**src/rtl/fir_pkg.sv**
```systemverilog
// Shared definitions for the fir sample feeder: controller states, word size
// and default bus widths.
package fir_pkg;

  localparam int WORD_BYTES     = 4;
  localparam int ADDR_WIDTH_DEF = 12;
  localparam int DATA_WIDTH_DEF = 32;
  localparam int LEN_WIDTH_DEF  = 32;

  typedef enum logic [1:0] {
    ST_IDLE   = 2'd0,
    ST_RUN    = 2'd1,
    ST_FINISH = 2'd2
  } feeder_state_e;

endpackage

```
**src/rtl/fir_skid_fifo2.sv**
```systemverilog
// Two-entry FIFO carrying a sample plus its last-beat flag. The head entry is
// presented combinationally; outputs read as zero while the FIFO is empty.
module fir_skid_fifo2 #(
  parameter int W = 32
) (
  input  logic         clk,
  input  logic         rst_n,
  input  logic         i_push,
  input  logic [W-1:0] i_data,
  input  logic         i_last,
  input  logic         i_pop,
  output logic [W-1:0] o_data,
  output logic         o_last,
  output logic [1:0]   o_count
);

  logic [W-1:0] r_data [2];
  logic [1:0]   r_last;
  logic         r_wr_ptr;
  logic         r_rd_ptr;
  logic [1:0]   r_count;

  // Storage, pointers and occupancy; push and pop may happen in the same cycle.
  always_ff @(posedge clk or negedge rst_n) begin
    if (!rst_n) begin
      r_data[0] <= '0;
      r_data[1] <= '0;
      r_last    <= '0;
      r_wr_ptr  <= 1'b0;
      r_rd_ptr  <= 1'b0;
      r_count   <= 2'd0;
    end else begin
      if (i_push) begin
        r_data[r_wr_ptr] <= i_data;
        r_last[r_wr_ptr] <= i_last;
        r_wr_ptr         <= ~r_wr_ptr;
      end
      if (i_pop) begin
        r_rd_ptr <= ~r_rd_ptr;
      end
      case ({i_push, i_pop})
        2'b10:   r_count <= r_count + 2'd1;
        2'b01:   r_count <= r_count - 2'd1;
        default: r_count <= r_count;
      endcase
    end
  end

  assign o_count = r_count;
  assign o_data  = (r_count != 2'd0) ? r_data[r_rd_ptr] : '0;
  assign o_last  = (r_count != 2'd0) && r_last[r_rd_ptr];

endmodule

```
**src/rtl/fir_ss_feeder.sv**
```systemverilog
// Streams a programmed number of samples from the sample BRAM into the fir
// ss_* AXI-Stream port, one beat per cycle when the sink keeps up.
//
// state   | meaning
// IDLE    | waiting for start; stream and BRAM idle
// RUN     | issuing BRAM reads and emitting beats; busy high
// FINISH  | one cycle after the last beat (or a zero-length start); done high
module fir_ss_feeder
  import fir_pkg::*;
#(
  parameter int pADDR_WIDTH = ADDR_WIDTH_DEF,
  parameter int pDATA_WIDTH = DATA_WIDTH_DEF,
  parameter int pLEN_WIDTH  = LEN_WIDTH_DEF
) (
  input  logic                   axis_clk,
  input  logic                   axis_rst_n,
  input  logic                   start,
  input  logic [pLEN_WIDTH-1:0]  data_length,
  input  logic [pADDR_WIDTH-1:0] base_addr,
  output logic                   busy,
  output logic                   done,
  output logic                   src_EN,
  output logic [3:0]             src_WE,
  output logic [pADDR_WIDTH-1:0] src_A,
  input  logic [pDATA_WIDTH-1:0] src_Do,
  output logic                   ss_tvalid,
  output logic [pDATA_WIDTH-1:0] ss_tdata,
  output logic                   ss_tlast,
  input  logic                   ss_tready
);

  feeder_state_e           r_state;
  feeder_state_e           w_state_nxt;
  logic [pLEN_WIDTH-1:0]   r_len;
  logic [pLEN_WIDTH-1:0]   r_rd_cnt;
  logic [pLEN_WIDTH-1:0]   r_out_cnt;
  logic [pADDR_WIDTH-1:0]  r_base;
  logic                    r_inflight;
  logic                    r_inflight_last;
  logic                    w_start_ok;
  logic                    w_issue;
  logic                    w_pop;
  logic                    w_last_beat;
  logic                    w_head_last;
  logic [pDATA_WIDTH-1:0]  w_head_data;
  logic [1:0]              w_fifo_count;
  logic [2:0]              w_occupancy;
  logic [pADDR_WIDTH-1:0]  w_addr;

  assign w_start_ok  = start && (r_state == ST_IDLE);
  assign w_occupancy = {1'b0, w_fifo_count} + {2'b00, r_inflight};
  assign ss_tvalid   = (r_state == ST_RUN) && (w_fifo_count != 2'd0);
  assign w_pop       = ss_tvalid && ss_tready;
  assign w_last_beat = w_pop && (r_out_cnt == r_len - pLEN_WIDTH'(1));

  // A beat leaving this cycle frees a slot, so the slot can be re-filled by a
  // read issued in the same cycle; that is what keeps 1 beat/cycle.
  assign w_issue = (r_state == ST_RUN) && (r_rd_cnt < r_len) &&
                   (w_occupancy < (w_pop ? 3'd3 : 3'd2));
  assign w_addr  = r_base + pADDR_WIDTH'(r_rd_cnt * pLEN_WIDTH'(WORD_BYTES));

  assign src_EN    = w_issue;
  assign src_A     = w_issue ? w_addr : '0;
  assign src_WE    = 4'b0000;
  assign ss_tdata  = w_head_data;
  assign ss_tlast  = ss_tvalid && w_head_last;

  fir_skid_fifo2 #(.W(pDATA_WIDTH)) u_fifo (
    .clk     (axis_clk),
    .rst_n   (axis_rst_n),
    .i_push  (r_inflight),
    .i_data  (src_Do),
    .i_last  (r_inflight_last),
    .i_pop   (w_pop),
    .o_data  (w_head_data),
    .o_last  (w_head_last),
    .o_count (w_fifo_count)
  );

  // State register, transfer parameters, counters and read-in-flight tracking.
  always_ff @(posedge axis_clk or negedge axis_rst_n) begin
    if (!axis_rst_n) begin
      r_state         <= ST_IDLE;
      r_len           <= '0;
      r_base          <= '0;
      r_rd_cnt        <= '0;
      r_out_cnt       <= '0;
      r_inflight      <= 1'b0;
      r_inflight_last <= 1'b0;
    end else begin
      r_state         <= w_state_nxt;
      r_inflight      <= w_issue;
      r_inflight_last <= w_issue && (r_rd_cnt == r_len - pLEN_WIDTH'(1));
      if (w_start_ok) begin
        r_len     <= data_length;
        r_base    <= base_addr;
        r_rd_cnt  <= '0;
        r_out_cnt <= '0;
      end else begin
        if (w_issue) r_rd_cnt  <= r_rd_cnt + pLEN_WIDTH'(1);
        if (w_pop)   r_out_cnt <= r_out_cnt + pLEN_WIDTH'(1);
      end
    end
  end

  // Next-state and status outputs.
  always_comb begin
    w_state_nxt = r_state;
    busy        = 1'b0;
    done        = 1'b0;
    case (r_state)
      ST_IDLE: begin
        if (start) begin
          w_state_nxt = (data_length != '0) ? ST_RUN : ST_FINISH;
        end
      end
      ST_RUN: begin
        busy = 1'b1;
        if (w_last_beat) w_state_nxt = ST_FINISH;
      end
      ST_FINISH: begin
        done        = 1'b1;
        w_state_nxt = ST_IDLE;
      end
      default: w_state_nxt = ST_IDLE;
    endcase
  end

endmodule

```
**config.mk**
```make
export PLATFORM = sky130hd
export DESIGN_NAME = fir_ss_feeder
export DESIGN_NICKNAME = d
export VERILOG_FILES = /design/src/rtl/fir_pkg.sv /design/src/rtl/fir_skid_fifo2.sv /design/src/rtl/fir_ss_feeder.sv
export SDC_FILE = /design/constraint.sdc
export NUM_CORES = 1
export LEC_CHECK = 0
export ABC_AREA = 1
export CAP_MARGIN = 20
export CORE_MARGIN = 3
export CORE_UTILIZATION = 39
export CTS_CLUSTER_DIAMETER = 200
export CTS_CLUSTER_SIZE = 24
export DETAILED_ROUTE_END_ITERATION = 6
export GPL_ROUTABILITY_DRIVEN = 0
export HOLD_SLACK_MARGIN = 0.1
export SLEW_MARGIN = 25
export SYNTH_ARGS = -nofsm -noshare
export SYNTH_HDL_FRONTEND = slang
export SYNTH_HIERARCHICAL = 1
export SYNTH_SLANG_ARGS = --single-unit
```
**constraint.sdc**
```tcl
create_clock -name axis_clk -period 3.4 [get_ports axis_clk]
set_clock_uncertainty 0.1 [all_clocks]
set_input_delay 0.68 -clock axis_clk [delete_from_list [all_inputs] [get_ports axis_clk]]
set_output_delay 0.68 -clock axis_clk [all_outputs]
set_load 0.02 [all_outputs]
```
==> results of run 1 <==
==> kinds of logic (layout without fill, tap and decap cells) <==
family / Yosys count / count (layout) / synth area share (%)
and+or+nand+nor: 893 / 893 / 31.86
AOI/OAI and AO/OA: 286 / 286 / 12.53
buffers and inverters: 241 / 470 / 8.268
DFF: 182 / 182 / 38.14
xor gates and xnor gates: 54 / 54 / 4.076
adders and majority gates: 48 / 48 / 5.093
other: 1 / 4 / 0.03141
==> how the worst max path moves through the flow <==
stage	to	slack [ns]
2_1_floorplan	src_A[7]	0.57
3_3_place_gp	src_A[4]	-0.22
3_5_place_dp	src_A[6]	-0.19
4_1_cts	src_A[6]	0.005
5_1_grt	src_A[7]	-0.04
6_report	src_A[10]	0.07
==> registers in the layout, summed over array words and instances (netlist names), 2 cells and up <==
name,cells
r_out_cnt,32
r_len,32
u_fifo/o_count,2
r_base,12
u_fifo/r_data,64
u_fifo/r_last,2
r_state,2
r_rd_cnt,32
==> worst max-delay path: stages (launching register included) <==
cell      delay [ns]
dfrtp_1         0.40
ha_1            0.32
a21oi_1         0.15
o21ai_1         0.09
nand2_1         0.08
o211ai_1        0.12
a21oi_1         0.17
buf_4           0.18
nand4_4         0.12
buf_12          0.19
nor2_1          0.13
buf_4           0.16
==> cells in the mapped netlist (all sizes together) <==
cell type	instances
fa	1
inv	188
nand2	499
nor3b	2
buf	28
clkinv	1
xnor3	1
or2	2
ha	47
nor2	171
conb	1
nor3	48
o21ai	176
a31oi	2
o22ai	2
a21oi	93
o2111ai	1
nor4	18
a2bb2oi	1
a211oi	1
o211ai	3
xor2	51
nand4	36
dfrtp	182
o21a	6
nand3b	2
clkbuf	24
o211a	1
xnor2	2
nand3	115
==> layer usage <==
metal  share of wire (%)  track usage [%]  wire [um]  up-vias
li1                    -                -          -     5998
met1                  44            31.65      17390     5719
met2                  45            38.23      18010      415
met3                 6.7            5.033       2666       81
met4                 3.9            9.476       1532        0
met5                   0                0          0        -
==> area by class of cell <==
type / instances / area [um2] / share of cell area, %
multi-input cells: 1285 / 6520 / 43.11
flip-flops and latches: 182 / 4554 / 30.11
repair buffers: 249 / 2216 / 14.65
inverters: 189 / 718.2 / 4.749
well taps: 390 / 488.0 / 3.226
clock buffers: 17 / 425.4 / 2.813
clock inverters: 15 / 202.7 / 1.340
==> power breakdown <==
part           internal (mW)  switching, mW  leakage, nW  total (mW)
registers               3.01          0.557         2.34        3.56
logic                   3.17           4.93         4.38        8.10
clock network           1.07           1.06        0.304        2.13
total                   7.25           6.55         7.02        13.8
==> repair_timing <==
item                       4_1_cts  5_1_grt
gates resized for setup         62       40
pin swaps                        2       17
setup endpoints to repair       13       13
buffers inserted                 0        8
==> results.py, run 1 <==
metrics = {
    "status": {
        "outcome": "completed",
    },
    "synth": {
        "netlist_top_cells_area": "dfrtp_1, nand2_1, inv_1",
        "synth_top_area_share_pct": 38.14,
        "ys_seq_area_share_pct": 38.14,
        "synthCells": 1705,
        "postSynthAreaPerCell_um2": 7.003,
        "synth_cell_types": 46,
        "yosysTopAreaCell": "dfrtp_1",
        "synthesis.area_um2": 11940,
        "synth_seq_cells": 182,
        "ys_warn_count": 6,
    },
    "worst_setup_path": {
        "rr_endpoint": "r_state[0]",
        "reg2reg_depth": 16,
        "crit_fanout": 10,
        "cp.arrival_ns": 2.55,
        "required_ns": 2.62,
        "timing.rr.start": "r_len[0]",
        "worstSetupPathType": "register to primary output",
        "cp-start-kind": "register",
        "r2r_slack_ns": 0.25,
        "worstSetupEndpointType": "primary output",
        "cp-startpoint": "r_rd_cnt[19]",
    },
    "drt": {
        "totalWireLength_um": 39600,
        "drc_errors": 0,
        "dr.pass1.iters": 7,
        "wire_per_inst_um": 17.02,
        "ant_nets": 0,
        "via_per_inst": 5.248,
        "num_vias": 12213,
        "drtIter0Drc": 944,
    },
    "cells_and_area": {
        "utilization_pct": 50.63,
        "final_common_cell": "nand2_1",
        "final_area_um2": 15120,
        "nNetsFinal": 2052,
        "drive_above_1_share_pct": 11.67,
        "final_cells": 2327,
        "fillers": 2998,
        "final_cell_mix": "nand2_1, dfrtp_1, inv_1, nor2_1, buf_4",
        "n_antenna_cell": 0,
        "areaGrowthSynthToFinish_pct": 26.67,
    },
    "global_routing": {
        "antenna_found_initial": 0,
        "grt_pass1_wl_um": 63160,
        "track_usage_pct": 23.85,
        "grt_start_max_net_pins": 88,
        "grt_pass1_vias": 12036,
        "overflow": 0,
    },
    "timing": {
        "worstMarginPinSlew_ns": 0.7662,
        "slew_viol_final": 0,
        "whs_ns": 0.1945,
        "rsz0062_at_grt": "yes",
        "hold_viol_final": 0,
        "timing.final.crit_period_ns": 3.331,
        "clock.fmax_ghz": 0.3002,
        "final.setup.tns_ns": 0,
        "max-slew-margin-rel_pct": 48.92,
        "setup_slack_ns": 0.06882,
        "period_share_pct": 97.98,
        "setup_viol": 0,
    },
    "pwr": {
        "power.total_mw": 13.80,
        "p_leak_nw": 7.023,
        "irDropWorstVdd_mv": 0.4880,
        "p_per_area_nw_per_um2": 912.3,
    },
    "place": {
        "dp_slack_ns": -0.1941,
        "dp.cells": 2287,
        "dp_hpwl_um": 30230,
        "numPortBuffers": 128,
        "place_area_um2": 14350,
    },
    "clocking": {
        "clock_path_buffers": 2,
        "cts_made_buffers": 17,
        "cts.htree.levels": 4,
        "cts_tree": "yes",
        "clk_latency_ns": 0.44,
        "cts_root_buffer": "clkbuf_16",
        "cts_sinks": 182,
        "path_clk_slew_ns": 0.09,
        "cts_hold_buffers": 0,
    },
    "die": {
        "coreArea_um2": 29870,
        "io_pins": 133,
        "rows": 63,
        "initial_core_util_pct": 39.97,
        "die_h_um": 181.0,
        "die_w_um": 181.0,
        "die_area_um2": 32750,
    },
    "run": {
        "cap_violations": 0,
    },
    "min_path": {
        "hp-class": "input pin to asynchronous set/reset pin",
    },
}
Note: power is estimated with default switching activity, not from simulation.
==> run 2: changes to the inputs <==
Settings changed: GPL_ROUTABILITY_DRIVEN 0 to 1, MAX_ROUTING_LAYER set to met4, SKIP_CTS_REPAIR_TIMING set to 1.
==> run 2 against run 1 <==
  * Final cell count is 0.21% higher
  * Sequential share of layout area is 0.28 points lower
  * Sequential power hardly changed
  * Combinational power is 4.2% higher
  * Wire length is 4.2% higher
  * Die area stayed put
  * Critical path depth is 2 higher
  * Via count is 0.35% lower
  * Count of clock-buffer cells in the layout is 3 higher
  * Non-clock buffer count is 5 higher
  * Clock power hardly changed
  * Register-to-register slack better by 0.21 ns
  * Critical path type unchanged
  * Largest cell class unchanged
==> results.py, run 2 (synthesis results as in run 1) <==
metrics = {
    "drt": {
        "drc_errors": 0,
        "ant_nets": 0,
        "drtIter0Drc": 860,
        "via_per_inst": 5.219,
        "totalWireLength_um": 41250,
        "num_vias": 12170,
        "wire_per_inst_um": 17.69,
        "dr.pass1.iters": 5,
    },
    "worst_setup_path": {
        "rr_endpoint": "r_state[0]",
        "cp.arrival_ns": 2.54,
        "crit_family": "compound AO/OA/AOI/OAI gates",
        "r2r_slack_ns": 0.46,
        "critPathSlowestCell": "dfrtp_1",
        "cpMostUsedCell": "o21ai_2",
        "cp-start-kind": "register",
        "reg2reg_depth": 17,
        "worstSetupEndpointType": "primary output",
        "timing.rr.start": "r_len[0]",
        "worstSetupPathType": "register to primary output",
        "cp_cell_sequence": "inv_2, ha_4, a21oi_4, o21ai_2, nand2_1, o211ai_1, a21oi_2, buf_6, nand4_4, clkinv_4, o21ai_2, a21oi_1, buf_4",
        "required_ns": 2.62,
        "critPathBufInv": 4,
        "cp_slowest_stage_delay_ns": 0.39,
        "crit_fanout": 7,
    },
    "cells_and_area": {
        "final_area_um2": 15270,
        "final_cell_mix": "nand2_1, dfrtp_1, inv_1, nor2_1, buf_4",
        "nNetsFinal": 2057,
        "final_common_cell": "nand2_1",
        "n_antenna_cell": 0,
        "utilization_pct": 51.10,
        "drive_above_1_share_pct": 12.87,
        "fillers": 3010,
        "largest_reg_flops": 64,
        "regMostFlops": "u_fifo/r_data",
        "multiInputGateArea_um2": 6658,
        "areaGrowthSynthToFinish_pct": 27.86,
        "final_cells": 2332,
        "regArea_um2": 4554,
    },
    "clocking": {
        "cts_made_buffers": 17,
        "clock_path_buffers": 2,
        "cts_tree": "yes",
        "path_clk_slew_ns": 0.08,
        "cts.htree.levels": 4,
        "cts_root_buffer": "clkbuf_16",
        "clk_latency_ns": 0.46,
        "cts_sinks": 182,
    },
    "timing": {
        "timing.final.crit_period_ns": 3.320,
        "final.setup.tns_ns": 0,
        "period_share_pct": 97.64,
        "setup_slack_ns": 0.08008,
        "hold_viol_final": 0,
        "clock.fmax_ghz": 0.3012,
        "max-slew-margin-rel_pct": 50.10,
        "slew_viol_final": 0,
        "setup_viol": 0,
        "worstMarginPinSlew_ns": 0.7484,
    },
    "die": {
        "die_h_um": 181.0,
        "initial_core_util_pct": 39.97,
        "rows": 63,
        "coreArea_um2": 29870,
        "die_w_um": 181.0,
        "io_pins": 133,
        "die_area_um2": 32750,
    },
    "global_routing": {
        "track_usage_pct": 25.80,
        "antenna_found_initial": 0,
        "overflow": 0,
        "grt_pass1_wl_um": 64290,
        "grt_pass1_vias": 11729,
        "grt_start_max_net_pins": 76,
    },
    "pwr": {
        "p_per_area_nw_per_um2": 925.5,
        "irDropWorstVdd_mv": 0.5717,
        "p_leak_nw": 7.059,
    },
    "status": {
        "outcome": "completed",
    },
    "place": {
        "numPortBuffers": 128,
        "dp_slack_ns": -0.2328,
        "gp_congestion": 0.9962,
        "place_area_um2": 14380,
        "dp.cells": 2292,
        "dp_hpwl_um": 31960,
    },
    "min_path": {
        "hp-class": "input pin to asynchronous set/reset pin",
    },
    "run": {
        "cap_violations": 0,
    },
}
## run 2: cell types whose count changed in the layout (fill, tap and decap cells not counted), sizes merged
cell | previous run | this run
inv | 194 | 195
buf | 134 | 131
bufinv | 1 | 2
dlymetal6s2s | 0 | 1
clkinv | 9 | 3
clkinvlp | 0 | 1
clkbuf | 18 | 28
## run 2: final cells by class
| type | instances | share of cell area, % |
|---|---|---|
| Clock buffer | 20 | 2.991 |
| Timing Repair Buffer | 254 | 14.66 |
| Tap cell | 390 | 3.196 |
| Clock inverter | 12 | 1.008 |
| Inverter | 189 | 4.704 |
| Sequential cell | 182 | 29.83 |
| Multi-Input combinational cell | 1285 | 43.61 |
## run 2: report_power, final
| group | total, mW | internal [mW] | switching, mW |
|---|---|---|---|
| logic | 8.44 | 3.30 | 5.14 |
| registers | 3.57 | 3.01 | 0.565 |
| clock network | 2.12 | 1.15 | 0.966 |
| total | 14.1 | 7.46 | 6.67 |
## run 2: worst max-delay path by stage
stage                from  endpoint  slack [ns]  depth (start not counted)
2_1_floorplan  r_state[1]  src_A[7]        0.57                         12
3_3_place_gp    ss_tready  src_A[4]       -0.25                         12
3_5_place_dp    ss_tready  src_A[6]       -0.23                         12
4_1_cts         r_len[17]  src_A[6]       -0.67                         13
5_1_grt         r_len[17]  src_A[6]       -0.02                         13
6_report        r_len[17]  src_A[6]        0.08                         13
## run 2: through the flow
stage          total power [mW]  hold WS (ns)
3_3_place_gp              11.50        0.3650
2_1_floorplan             8.176        0.2844
6_report                  14.13        0.1236
5_1_grt                   15.25        0.1630
4_1_cts                   13.78        0.1472
3_5_place_dp              11.59        0.3679
## run 2: metal layers
metal	GRT usage [%]	part of all wire, %	vias to the layer above
li1	-	-	6028
met1	33.27	45	5685
met2	40.92	46	389
met3	5.295	5.9	68
met4	8.410	3.1	0
met5	-	0	-
